**config.mk**
```make
export PLATFORM = sky130hd
export DESIGN_NAME = segment_encoder
export DESIGN_NICKNAME = d
export VERILOG_FILES = /design/src/rtl/segment_pkg.sv /design/src/rtl/seg7_digit_lut.sv /design/src/rtl/segment_encoder.sv
export SDC_FILE = /design/constraint.sdc
export NUM_CORES = 1
export LEC_CHECK = 0
export ABC_AREA = 1
export BUFFER_PORTS_ARGS = -buffer_cell sky130_fd_sc_hd__buf_2
export CORE_MARGIN = 5
export CORE_UTILIZATION = 42
export DETAILED_ROUTE_END_ITERATION = 10
export PLACE_DENSITY = 0.72
export REMOVE_ABC_BUFFERS = 1
export SLEW_MARGIN = 25
export SYNTH_ARGS = -nofsm -noshare
export SYNTH_HDL_FRONTEND = slang
export SYNTH_SLANG_ARGS = --single-unit
export TNS_END_PERCENT = 100
```
**constraint.sdc**
```tcl
create_clock -name clk -period 0.8 [get_ports clk]
set_input_delay 0.08 -clock clk [delete_from_list [all_inputs] [get_ports clk]]
set_output_delay 0.08 -clock clk [all_outputs]
set_load 0.02 [all_outputs]
```
**src/rtl/segment_pkg.sv**
```systemverilog
// -----------------------------------------------------------------------------
// segment_pkg
// Shared constants for the dual-digit seven-segment encoder.
//   SEG_W        width of one segment word (DIG, DP, g..a)
//   SEG_BLANK    digit common off, all segments off, DP off
//   SEG_0..SEG_9 lit-segment patterns for the decimal digits
//   CODE_BLANK   first input code that is displayed as blank (10..15)
// Segment word: bit 8 = DIG (active low), bit 7 = DP (always 0),
// bits 6:0 = g,f,e,d,c,b,a (active high).
// -----------------------------------------------------------------------------
package segment_pkg;

   localparam int unsigned SEG_W = 9;

   localparam logic [SEG_W-1:0] SEG_BLANK = 9'h100;

   localparam logic [SEG_W-1:0] SEG_0 = 9'h03F;
   localparam logic [SEG_W-1:0] SEG_1 = 9'h006;
   localparam logic [SEG_W-1:0] SEG_2 = 9'h05B;
   localparam logic [SEG_W-1:0] SEG_3 = 9'h04F;
   localparam logic [SEG_W-1:0] SEG_4 = 9'h066;
   localparam logic [SEG_W-1:0] SEG_5 = 9'h06D;
   localparam logic [SEG_W-1:0] SEG_6 = 9'h07D;
   localparam logic [SEG_W-1:0] SEG_7 = 9'h007;
   localparam logic [SEG_W-1:0] SEG_8 = 9'h07F;
   localparam logic [SEG_W-1:0] SEG_9 = 9'h06F;

   localparam logic [3:0] CODE_BLANK = 4'd10;

endpackage : segment_pkg

```
**src/rtl/seg7_digit_lut.sv**
```systemverilog
// -----------------------------------------------------------------------------
// seg7_digit_lut
// Purely combinational code-to-segment-word lookup for one digit.
// Ports:
//   code_i  [3:0]        digit code, 0..9 digits, 10..15 blank
//   seg_o   [SEG_W-1:0]  segment word (DIG enabled for 0..9)
// -----------------------------------------------------------------------------
module seg7_digit_lut
   import segment_pkg::*;
(
   input  logic [3:0]       code_i,
   output logic [SEG_W-1:0] seg_o
);

   always_comb begin
      seg_o = SEG_BLANK;
      if (code_i < CODE_BLANK) begin
         unique case (code_i)
            4'd0:    seg_o = SEG_0;
            4'd1:    seg_o = SEG_1;
            4'd2:    seg_o = SEG_2;
            4'd3:    seg_o = SEG_3;
            4'd4:    seg_o = SEG_4;
            4'd5:    seg_o = SEG_5;
            4'd6:    seg_o = SEG_6;
            4'd7:    seg_o = SEG_7;
            4'd8:    seg_o = SEG_8;
            4'd9:    seg_o = SEG_9;
            default: seg_o = SEG_BLANK;
         endcase
      end
   end

endmodule : seg7_digit_lut

```
**src/rtl/segment_encoder.sv**
```systemverilog
// -----------------------------------------------------------------------------
// segment_encoder
// Dual-digit BCD-to-seven-segment encoder with registered outputs.
// Each output reflects its digit code sampled one rising edge earlier.
// Ports:
//   clk     system clock, all state on rising edge
//   rst     synchronous active-high reset, loads blank into both outputs
//   data_1  [3:0] digit code for display 1 (10..15 = blank)
//   data_2  [3:0] digit code for display 2 (10..15 = blank)
//   seg_1   [8:0] segment word for display 1
//   seg_2   [8:0] segment word for display 2
// Optional feature macro: SEGMENT_ENCODER_LZ_BLANK_EN
//   When defined, display 1 is treated as the tens digit and a 0 on it is
//   shown blank (leading-zero blanking). Display 2 is never affected.
// -----------------------------------------------------------------------------
module segment_encoder
   import segment_pkg::*;
(
   input  logic             clk,
   input  logic             rst,
   input  logic [3:0]       data_1,
   input  logic [3:0]       data_2,
   output logic [SEG_W-1:0] seg_1,
   output logic [SEG_W-1:0] seg_2
);

   logic [SEG_W-1:0] lut_1;
   logic [SEG_W-1:0] lut_2;
   logic [SEG_W-1:0] seg_1_d, seg_1_q;
   logic [SEG_W-1:0] seg_2_d, seg_2_q;

   seg7_digit_lut u_lut_1 (
      .code_i (data_1),
      .seg_o  (lut_1)
   );

   seg7_digit_lut u_lut_2 (
      .code_i (data_2),
      .seg_o  (lut_2)
   );

   always_comb begin
      seg_2_d = lut_2;
`ifdef SEGMENT_ENCODER_LZ_BLANK_EN
      // Tens digit: suppress a leading zero regardless of the units digit.
      seg_1_d = (data_1 == 4'd0) ? SEG_BLANK : lut_1;
`else
      seg_1_d = lut_1;
`endif
   end

   always_ff @(posedge clk) begin
      if (rst) begin
         seg_1_q <= SEG_BLANK;
         seg_2_q <= SEG_BLANK;
      end else begin
         seg_1_q <= seg_1_d;
         seg_2_q <= seg_2_d;
      end
   end

   // Direct register outputs keep the display pins glitch-free.
   assign seg_1 = seg_1_q;
   assign seg_2 = seg_2_q;

endmodule : segment_encoder

```
==> Flow_metrics.wiki, run 1 <==
{| class="wikitable"
! Metric !! Value
|-
| Outcome || complete, but fails checks
|-
| Failing checks || setup timing
|-
| Final hold violation count || 0
|-
| Clock Tree Buf Depth || 2
|-
| # rows || 15
|-
| Cell area after technology mapping || approximately 760 µm²
|-
| Dpl hpwl || between 1000 and 1500 µm
|-
| Setup crit start kind || register
|-
| Storage cell area || 340.3 µm²
|-
| Yosys top cell area share || a little over two fifths
|-
| Die area || ~2800 µm²
|-
| Instance count after placement with tap cells included || ~160
|-
| Type of the worst setup path || register to output pin
|-
| Io pins || 28
|-
| Violation count after the first detailed-route iteration || 4
|-
| Wire per inst || roughly 8.7 µm
|-
| Overall routing resource usage || approximately 12%
|-
| Cell count of the worst hold path || 3
|-
| Hold slack || ~0.085 ns
|-
| Final core utilization || between 60% and 70%
|-
| Ranking of synthesized cells by area || dfxtp_1, ha_1, nor2_1
|-
| Leakage power figure || roughly 0.62 nW
|-
| Residual DRC || 0
|-
| Routability congestion estimate from global placement || between 0.7 and 0.8
|-
| Max IR drop VDD || 0.6879 mV
|-
| Number of maximum-capacitance constraint violations || 0
|-
| Number of sinks on the clock net || 16
|-
| Setup WS post-layout || -0.007894 ns
|-
| Post-CTS Setup Repair Bufs || 0
|-
| Remaining antenna violation count after routing || 0
|-
| Vias in the first global route || a little under 600
|-
| Dominant delay contributor by cell family on the critical path || flip-flops
|-
| Bufs and invs on worst path || 1
|-
| Fraction of final layout cells with drive strength greater than 1 || approximately two fifths
|-
| Die boundary width || 52.60 µm
|-
| Total CTS buffers || 3
|-
| Placeable core region || 1727 µm²
|-
| Number of detailed-route iterations in the first pass || 4
|-
| Master cell of the clock root buffer || clkbuf_4
|-
| Initial core utilization || 44.13%
|-
| Final Power || between 1.5 and 2 mW
|-
| Setup repair after global routing missed its margin || true
|-
| Min-Delay Path Class || primary input to register
|-
| Sort of element at the end of the critical path || output pin
|-
| Area of the multi-input gates || around 370 µm²
|-
| Number of levels in the clock H-tree || 1
|-
| F_max || 1238 MHz
|-
| Count of synthesis-stage warnings from yosys || 0
|-
| Post-synth cell types || 12
|-
| Arrival time of the worst setup path || ~0.73 ns
|-
| Port Buffers || 25
|-
| Synthesized area divided by synthesized cell count || 7.620 µm²
|-
| Filler cells || 157
|-
| Standard cell with the maximum stage delay on the critical path || dfxtp_2
|-
| Post-synthesis cell type with the largest combined area || dfxtp_1
|-
| Final #Nets || 158
|-
| Maximum fanout encountered on the critical timing path || 1
|-
| Overall via count from detail_route || ~640
|-
| Final wirelength || ~1400 µm
|-
| Slowest cell delay on critical path || 0.33 ns
|-
| Cell count after synthesis || 100
|-
| Antenna fix cells || 0
|-
| Post-layout min period || 0.8079 ns
|-
| Vert. Die Dim || 52.60 µm
|-
| Worst EP required || 0.72 ns
|-
| Maximum number of pins on one net before global-route repair || 9
|-
| DR vias/cell || around 4.0
|-
| End of the worst hold path || seg_2[5]
|-
| Pwr Density || around 1500 nW/µm²
|-
| Total setup violations reported at the end of the flow || 2
|-
| Post-Place Cell Area || 959.7 µm²
|-
| Overflow left after global routing || 0
|-
| Wire length of the first global-routing pass || approximately 2500 µm
|-
| Number of max-slew violations in the final report || 0
|-
| Final period utilization || 101.0%
|-
| Cell area after layout || roughly 1100 µm²
|-
| Hold Startpoint || data_2[3]
|-
| Seq/Total Area, Yosys || 42.04%
|-
| Number of register bits inferred by synthesis || 16
|-
| Area grow syn2layout || 44.66%
|-
| List of cells traversed by the critical path || buf_6
|-
| CTS clk-pin slew, worst paths || around 0.09 ns
|-
| Final instance count without filler cells || ~160
|-
| Initial antenna violation count || 0
|-
| TritonCTS clock tree || built
|}
-- per-stage QoR --
step / TNS, ns / setup slack [ns]
4_1_cts: -0.008750 / -0.004755
5_1_grt: -0.3589 / -0.03655
2_1_floorplan: 0 / 0.04255
3_5_place_dp: -0.7999 / -0.1202
3_3_place_gp: -0.5569 / -0.08778
6_report: -0.01189 / -0.007894
-- flip-flops by register name, summed over array words and instances, names as in the netlist --
| signal | count |
|---|---|
| seg_1 | 8 |
| seg_2 | 8 |
-- synth_stat cells, drive strengths merged --
master	count
buf	2
o21ai	4
conb	1
dfxtp	16
inv	15
nand2	21
ha	12
nor2	29
-- what timing repair did --
| item | in CTS | in global routing |
|---|---|---|
| hold buffers | 0 | 0 |
| gates resized for setup | 39 | 9 |
| endpoints found under the setup margin | 16 | 16 |
-- cell type report --
class                           instances  share of cell area (%)
Inverter                               15                   5.108
Multi-Input combinational cell         68                   33.94
Sequential cell                        16                   30.87
Timing Repair Buffer                   32                   25.20
Tap cell                               25                   2.838
Clock buffer                            3                   2.043
-- layout by cell type, fill, tap and decap left out --
cell | synthesis | routed
nor2_1 | 29 | 29
nand2_1 | 19 | 19
buf_6 | 0 | 16
dfxtp_2 | 0 | 16
inv_1 | 14 | 14
ha_1 | 12 | 12
buf_2 | 0 | 9
buf_4 | 2 | 7
clkbuf_4 | 0 | 3
nand2_2 | 2 | 2
o21ai_0 | 2 | 2
conb_1 | 1 | 2
o21ai_1 | 1 | 1
o21ai_2 | 1 | 1
inv_2 | 1 | 1
-- cells by family (layout without fill, tap and decap cells) --
| logic type | after synthesis | in the layout | share of synthesized area [%] |
|---|---|---|---|
| buffers and inverters | 17 | 50 | 9.359 |
| flip-flops | 16 | 16 | 42.04 |
| AND/OR/NAND/NOR | 50 | 50 | 25.29 |
| AO/OA/AOI/OAI | 4 | 4 | 3.120 |
| adder cells (fa/ha/maj) | 12 | 12 | 19.70 |
| other | 1 | 2 | 0.4921 |
-- metal layers --
metal / global-route usage (%) / part of all wire, % / wire [µm]
met5: 0 / 0 / 0
met4: 7.660 / 0 / 0
met3: 1.709 / 3.8 / 53
met2: 20.45 / 52 / 721
met1: 13.84 / 44 / 616
-- power by group --
| part | internal [mW] | switching [mW] |
|---|---|---|
| clock | 0.174 | 0.217 |
| sequential | 0.861 | 0.0239 |
| combinational | 0.191 | 0.225 |
| total | 1.23 | 0.465 |
-- how the worst max path moves through the flow --
stage              start       end  slack, ns  cells past startpoint
2_1_floorplan  data_2[0]  seg_2[3]       0.04                      6
3_3_place_gp   data_1[0]  seg_1[3]      -0.09                      7
3_5_place_dp   data_2[1]  seg_2[3]      -0.12                      7
4_1_cts         seg_2[3]  seg_2[3]     -0.005                      1
5_1_grt         seg_2[6]  seg_2[6]      -0.04                      1
6_report        seg_2[3]  seg_2[3]     -0.008                      1
(Power assumes the default switching activity.)
==> run 2, diff against run 1 <==
--- a/config.mk
+++ b/config.mk
@@ -8,9 +8,9 @@
 export ABC_AREA = 1
 export BUFFER_PORTS_ARGS = -buffer_cell sky130_fd_sc_hd__buf_2
 export CORE_MARGIN = 5
-export CORE_UTILIZATION = 42
+export CORE_UTILIZATION = 50
 export DETAILED_ROUTE_END_ITERATION = 10
-export PLACE_DENSITY = 0.72
+export PLACE_DENSITY = 0.81
 export REMOVE_ABC_BUFFERS = 1
 export SLEW_MARGIN = 25
 export SYNTH_ARGS = -nofsm -noshare
==> constraint.sdc (replaced) <==
create_clock -name clk -period 1 [get_ports clk]
set_input_delay 0.1 -clock clk [delete_from_list [all_inputs] [get_ports clk]]
set_output_delay 0.1 -clock clk [all_outputs]
set_load 0.02 [all_outputs]
==> run 2 against run 1 <==
Against the previous run:
- core utilization increased by 0.53 points
- largest cell class unchanged
- critical endpoint is now seg_1[3]
- setup slack improved by 0.14 ns
- final cell count decreased by 8.2%
- worst hold slack improved by 0.016 ns
- wire length decreased by 8.1%
- die area decreased by 13%
- the run now ends clean
- flip-flop and latch count unchanged
- clock-buffer cell count increased by 1
- via count decreased by 4.2%
- final area decreased by 14%
==> Flow_metrics.wiki, run 2 (same netlist as run 1, synthesis figures left out) <==
{| class="wikitable"
! Metric !! Value
|-
| Min-Delay Path Class || primary input to register
|-
| List of cells traversed by the critical path || buf_2
|-
| Final hold violation count || 0
|-
| Post-Place Setup Slack || around 0.030 ns
|-
| Number of buffers added to fix hold violations after cts || 0
|-
| Number of levels in the clock H-tree || 1
|-
| Commonest non-fill, non-tap cell in the layout || nor2_1
|-
| Placeable core region || between 1000 and 1500 µm²
|-
| Slowest cell delay on critical path || 0.33 ns
|-
| Die boundary width || a little under 50 µm
|-
| Total setup violations reported at the end of the flow || 0
|-
| DR vias/cell || ~4.2
|-
| Number of maximum-capacitance constraint violations || 0
|-
| Port Buffers || 25
|-
| Dominant delay contributor by cell family on the critical path || flip-flops
|-
| Final #Nets || between 150 and 200
|-
| Final core utilization || between 60 and 70%
|-
| Number of sinks on the clock net || 16
|-
| Setup crit start kind || register
|-
| Master cell of the clock root buffer || clkbuf_4
|-
| Instance count after placement with tap cells included || 142
|-
| Total CTS buffers || 3
|-
| Remaining antenna violation count after routing || 0
|-
| Area grow syn2layout || 24.30%
|-
| Overall routing resource usage || around 11%
|-
| Vert. Die Dim || between 40 and 50 µm
|-
| Standard cell with the maximum stage delay on the critical path || dfxtp_1
|-
| CTS clk-pin slew, worst paths || roughly 0.080 ns
|-
| Vias in the first global route || between 500 and 600
|-
| Violation count after the first detailed-route iteration || 9
|-
| Type of the worst setup path || register to output pin
|-
| Max IR drop VDD || approximately 0.53 mV
|-
| Post-layout min period || around 0.87 ns
|-
| Initial core utilization || between 50% and 60%
|-
| Clock Tree Buf Depth || 2
|-
| Die area || 2404 µm²
|-
| Overflow left after global routing || 0
|-
| Pwr Density || ~1400 nW/µm²
|-
| Leakage power figure || between 0.5 and 0.6 nW
|-
| F_max || 1155 MHz
|-
| Final period utilization || between 80% and 90%
|-
| Worst EP required || 0.90 ns
|-
| TritonCTS clock tree || built
|-
| Maximum fanout encountered on the critical timing path || 1
|-
| Routability congestion estimate from global placement || between 0.7 and 0.8
|-
| Sort of element at the end of the critical path || output pin
|-
| Most used cells in the layout excluding fill and tap cells || nor2_1, buf_2, nand2_1
|-
| Fraction of final layout cells with drive strength greater than 1 || 26.92%
|-
| Cell count of the worst hold path || 3
|-
| Crit path depth || 1
|-
| Outcome || finished clean
|-
| Wire length of the first global-routing pass || ~2100 µm
|-
| Arrival time of the worst setup path || around 0.77 ns
|-
| Setup total negative slack || 0 ns
|-
| Final instance count without filler cells || about 150
|-
| Final wirelength || between 1000 and 1500 µm
|-
| Post-CTS Setup Repair Bufs || 0
|-
| Bufs and invs on worst path || 1
|-
| Number of gates given a new drive strength after cts || 0
|-
| Number of max-slew violations in the final report || 0
|-
| # rows || 14
|-
| Wire per inst || approximately 8.8 µm
|-
| Antenna fix cells || 0
|-
| Maximum number of pins on one net before global-route repair || 10
|-
| Residual DRC || 0
|-
| Setup repair after global routing missed its margin || false
|-
| Setup WS post-layout || about 0.13 ns
|-
| Filler cells || 121
|-
| Overall via count from detail_route || a little over 600
|-
| Number of detailed-route iterations in the first pass || 4
|-
| Initial antenna violation count || 0
|-
| Io pins || 28
|-
| Final Power || around 1.4 mW
|-
| Dpl hpwl || around 1100 µm
|}
## run 2: cell count changes in the layout (fill, tap and decap cells not counted)
| cell | change |
|---|---|
| dfxtp_2 | -16 |
| dfxtp_1 | +16 |
| buf_2 | +16 |
| buf_4 | -5 |
| buf_6 | -16 |
| clkbuf_8 | +1 |
## run 2: path summary, 6_finish.rpt
kind,startpoint,end
min,data_2[3],seg_2[5]
max,seg_1[3],seg_1[3]
## run 2: area by class of cell
cell class	instances	area, µm²	share of cell area, %
Multi-Input combinational cell	68	374.1	39.50
Timing Repair Buffer	27	140.1	14.80
Sequential cell	16	320.3	33.82
Clock buffer	4	36.28	3.831
Tap cell	16	20.02	2.114
Inverter	15	56.30	5.945
## run 2: layer usage
metal	GRT usage (%)	part of all wire, %
met2	17.17	50
met5	0	0
met1	12.48	44
met3	3.364	6.3
met4	8.072	0
## run 2: through the flow
stage          hold slack (ns)  area (µm²)
6_report                0.1005       947.2
5_1_grt                 0.1084       947.2
4_1_cts                0.09328       947.2
3_5_place_dp            0.3860       910.9
3_3_place_gp            0.3787       910.9
2_1_floorplan           0.2202       750.7
## run 2: power breakdown
part	total (mW)	switching [mW]	internal (mW)
registers	0.688	0.00799	0.680
clock network	0.408	0.187	0.221
logic	0.267	0.177	0.0904
total	1.36	0.371	0.991
==> run 3, diff against run 2 <==
--- a/config.mk
+++ b/config.mk
@@ -5,12 +5,12 @@
 export SDC_FILE = /design/constraint.sdc
 export NUM_CORES = 1
 export LEC_CHECK = 0
-export ABC_AREA = 1
+export ABC_AREA = 0
 export BUFFER_PORTS_ARGS = -buffer_cell sky130_fd_sc_hd__buf_2
 export CORE_MARGIN = 5
-export CORE_UTILIZATION = 50
+export CORE_UTILIZATION = 40
 export DETAILED_ROUTE_END_ITERATION = 10
-export PLACE_DENSITY = 0.81
+export PLACE_DENSITY = 0.66
 export REMOVE_ABC_BUFFERS = 1
 export SLEW_MARGIN = 25
 export SYNTH_ARGS = -nofsm -noshare
==> run 3 against run 2 <==
Against the previous run:
- die area rose by 31%
- wire length up 24%
- worst hold slack worse by 0.018 ns
- clock power increased by 4%
- clock-buffer cell count unchanged
==> Flow_metrics.wiki, run 3 <==
{| class="wikitable"
! Metric !! Value
|-
| Outcome || finished clean
|-
| Cell-internal power || 1.032 mW
|-
| Overall routing resource usage || roughly 10%
|-
| Arrival time of the worst setup path || just under 0.8 ns
|-
| Port Buffers || 25
|-
| Vert. Die Dim || around 56 µm
|-
| Post-synthesis mux area share || 2.353%
|-
| Number of register bits inferred by synthesis || 16
|-
| Library cell with the highest instance count after synthesis || dfxtp_1
|-
| Ranking of synthesized cells by area || dfxtp_1, ha_1, nand2b_1
|-
| Commonest non-fill, non-tap cell in the layout || buf_2
|-
| Overall via count from detail_route || ~680
|-
| Final instance count without filler cells || about 150
|-
| Io pins || 28
|-
| List of cells traversed by the critical path || buf_2
|-
| Setup repair after global routing missed its margin || false
|-
| Residual DRC || 0
|-
| Dpl hpwl || 1243 µm
|-
| Number of levels in the clock H-tree || 1
|-
| Initial antenna violation count || 0
|-
| Wire per inst || about 11 µm
|-
| Most used flip-flop cell after synthesis || dfxtp_1
|-
| Number of sinks on the clock net || 16
|-
| Ranking of synthesized cells by instance count || dfxtp_1, ha_1, nor2_1
|-
| Pwr Density || 1350 nW/µm²
|-
| Area grow syn2layout || 24.56%
|-
| Post-Place Setup Slack || -0.03044 ns
|-
| Compound-gate portion of the synthesized area || about an eighth
|-
| Clock Tree Buf Depth || 2
|-
| Sort of element at the end of the critical path || output pin
|-
| Remaining antenna violation count after routing || 0
|-
| Synth Area in XOR/XNOR || just over 2%
|-
| Main combinational cell family by area after synthesis || simple AND/OR/NAND/NOR gates
|-
| Maximum fanout encountered on the critical timing path || 1
|-
| Cell area after technology mapping || roughly 850 µm²
|-
| Setup total negative slack || 0 ns
|-
| Antenna fix cells || 0
|-
| Total setup violations reported at the end of the flow || 0
|-
| Total CTS buffers || 3
|-
| Die area || ~3100 µm²
|-
| Die boundary width || around 56 µm
|-
| Overflow left after global routing || 0
|-
| Leakage power figure || roughly 0.54 nW
|-
| Seq/Total Area, Yosys || a little under two fifths
|-
| Cell count of the worst hold path || 2
|-
| Standard cell with the maximum stage delay on the critical path || dfxtp_1
|-
| Post-synth EDFFs || 0
|-
| Switching power || about 400 µW
|-
| Slowest cell delay on critical path || between 0.3 and 0.4 ns
|-
| Number of detailed-route iterations in the first pass || 2
|-
| Yosys top cell area share || a little under two fifths
|-
| Final wirelength || roughly 1600 µm
|-
| End of the worst hold path || seg_2[2]
|-
| Master cell of the clock root buffer || clkbuf_4
|-
| Async set-or-reset flop fraction in the synthesized netlist || 0%
|-
| Min-Delay Path Class || primary input to register
|-
| Setup crit start kind || register
|-
| Vias in the first global route || about 600
|-
| Post-synthesis cell type with the largest combined area || dfxtp_1
|-
| # rows || 16
|-
| Maximum number of pins on one net before global-route repair || 11
|-
| CTS clk-pin slew, worst paths || roughly 0.090 ns
|-
| Adder and majority gate portion of the synthesized area || 17.65%
|-
| Cell count after synthesis || 88
|-
| Final hold violation count || 0
|-
| DR vias/cell || around 4.6
|-
| Dominant delay contributor by cell family on the critical path || flip-flops
|-
| Sw frac || ~28%
|-
| Fraction of final layout cells with drive strength greater than 1 || around a third
|-
| Synthesized area divided by synthesized cell count || between 9 and 10 µm²
|-
| Post-synth cell types || 23
|-
| Max IR drop VDD || between 0.6 and 0.7 mV
|-
| Count of synthesis-stage warnings from yosys || 0
|-
| Area share of and/or/nand/nor cells after synthesis || about a fifth
|-
| Bufs and invs on worst path || 1
|-
| Final #Nets || around 140
|-
| Number of maximum-capacitance constraint violations || 0
|-
| Post-CTS Setup Repair Bufs || 0
|-
| Hold Startpoint || rst
|-
| TritonCTS clock tree || built
|-
| Violation count after the first detailed-route iteration || 3
|-
| F_max || 1151 MHz
|-
| Sequential cell fraction of total power || about half
|-
| Instance count after placement with tap cells included || 143
|-
| Wire length of the first global-routing pass || roughly 2500 µm
|-
| Initial core utilization || around 43%
|-
| Type of the worst setup path || register to output pin
|-
| Post-layout min period || just under 0.9 ns
|-
| Placeable core region || 2002 µm²
|-
| Routability congestion estimate from global placement || 0.7646
|-
| Setup WS post-layout || between 0.1 and 0.15 ns
|-
| Combinational fraction of design power || 22.0%
|-
| Number of max-slew violations in the final report || 0
|-
| Worst EP required || about 0.90 ns
|-
| Relative contribution of the clock network to total power || between 20% and 30%
|-
| Number of gates given a new drive strength after cts || 0
|-
| Number of buffers added to fix hold violations after cts || 0
|-
| Most used cells in the layout excluding fill and tap cells || buf_2, dfxtp_1, ha_1
|-
| Final period utilization || between 80 and 90%
|}
run 3: cell types whose count changed after synthesis, moves of 4 or more:
cell,change
inv_1,-10
nor2_1,-21
or2_1,+4
o22ai_1,+6
nor2b_1,+4
a21oi_1,+4
nand2b_1,+6
nand2_1,-19
run 3: worst max path at each step:
stage | slack [ns] | cells past startpoint | endpoint | start
global route | 0.09 | 1 | seg_1[4] | seg_1[4]
floorplan | 0.19 | 5 | seg_1[0] | data_1[1]
CTS | 0.12 | 1 | seg_2[4] | seg_2[4]
global placement | 0.01 | 6 | seg_2[0] | data_2[1]
finish | 0.13 | 1 | seg_2[4] | seg_2[4]
detailed placement | -0.03 | 5 | seg_2[6] | data_2[1]
run 3: cell families (layout without fill, tap and decap cells):
group / count (synthesis) / after routing
other: 1 / 2
and+or+nand+nor: 28 / 28
buffers and inverters: 9 / 40
adders and majority gates: 12 / 12
xor gates and xnor gates: 2 / 2
DFF: 16 / 16
AOI/OAI and AO/OA: 18 / 18
muxes: 2 / 2
run 3: cell type report:
class / instances / area (µm²)
flip-flops and latches: 16 / 320.3
fillers: 195 / 942.2
multi-input cells: 64 / 476.7
repair buffers: 32 / 177.7
clock buffers: 4 / 36.28
inverters: 4 / 15.01
well taps: 27 / 33.78
run 3: per-layer routing:
metal / track usage [%] / vias to the layer above / wire length, µm
li1: - / 347 / -
met1: 11.70 / 305 / 699
met3: 3.248 / 5 / 99
met2: 15.69 / 18 / 741
met5: 0 / - / 0
met4: 7.119 / 0 / 42
run 3: through the flow:
stage	utilization [%]	instance area [µm²]	total power, mW	hold WS, ns
2_1_floorplan	-	812.0	0.8854	0.1716
6_report	52.94	1060	1.431	0.08236
5_1_grt	52.94	1060	1.506	0.09289
4_1_cts	52.94	1060	1.442	0.07977
3_5_place_dp	51.13	1023	1.022	0.3909
3_3_place_gp	51.13	1023	1.015	0.3952
run 3: power by group through the flow:
stage	Sequential [mW]	Clock (mW)	Combinational, mW
global route	0.694	0.464	0.348
finish	0.690	0.426	0.315
CTS	0.690	0.433	0.318
detailed placement	0.705	0	0.317
floorplan	0.766	0	0.119
global placement	0.704	0	0.311
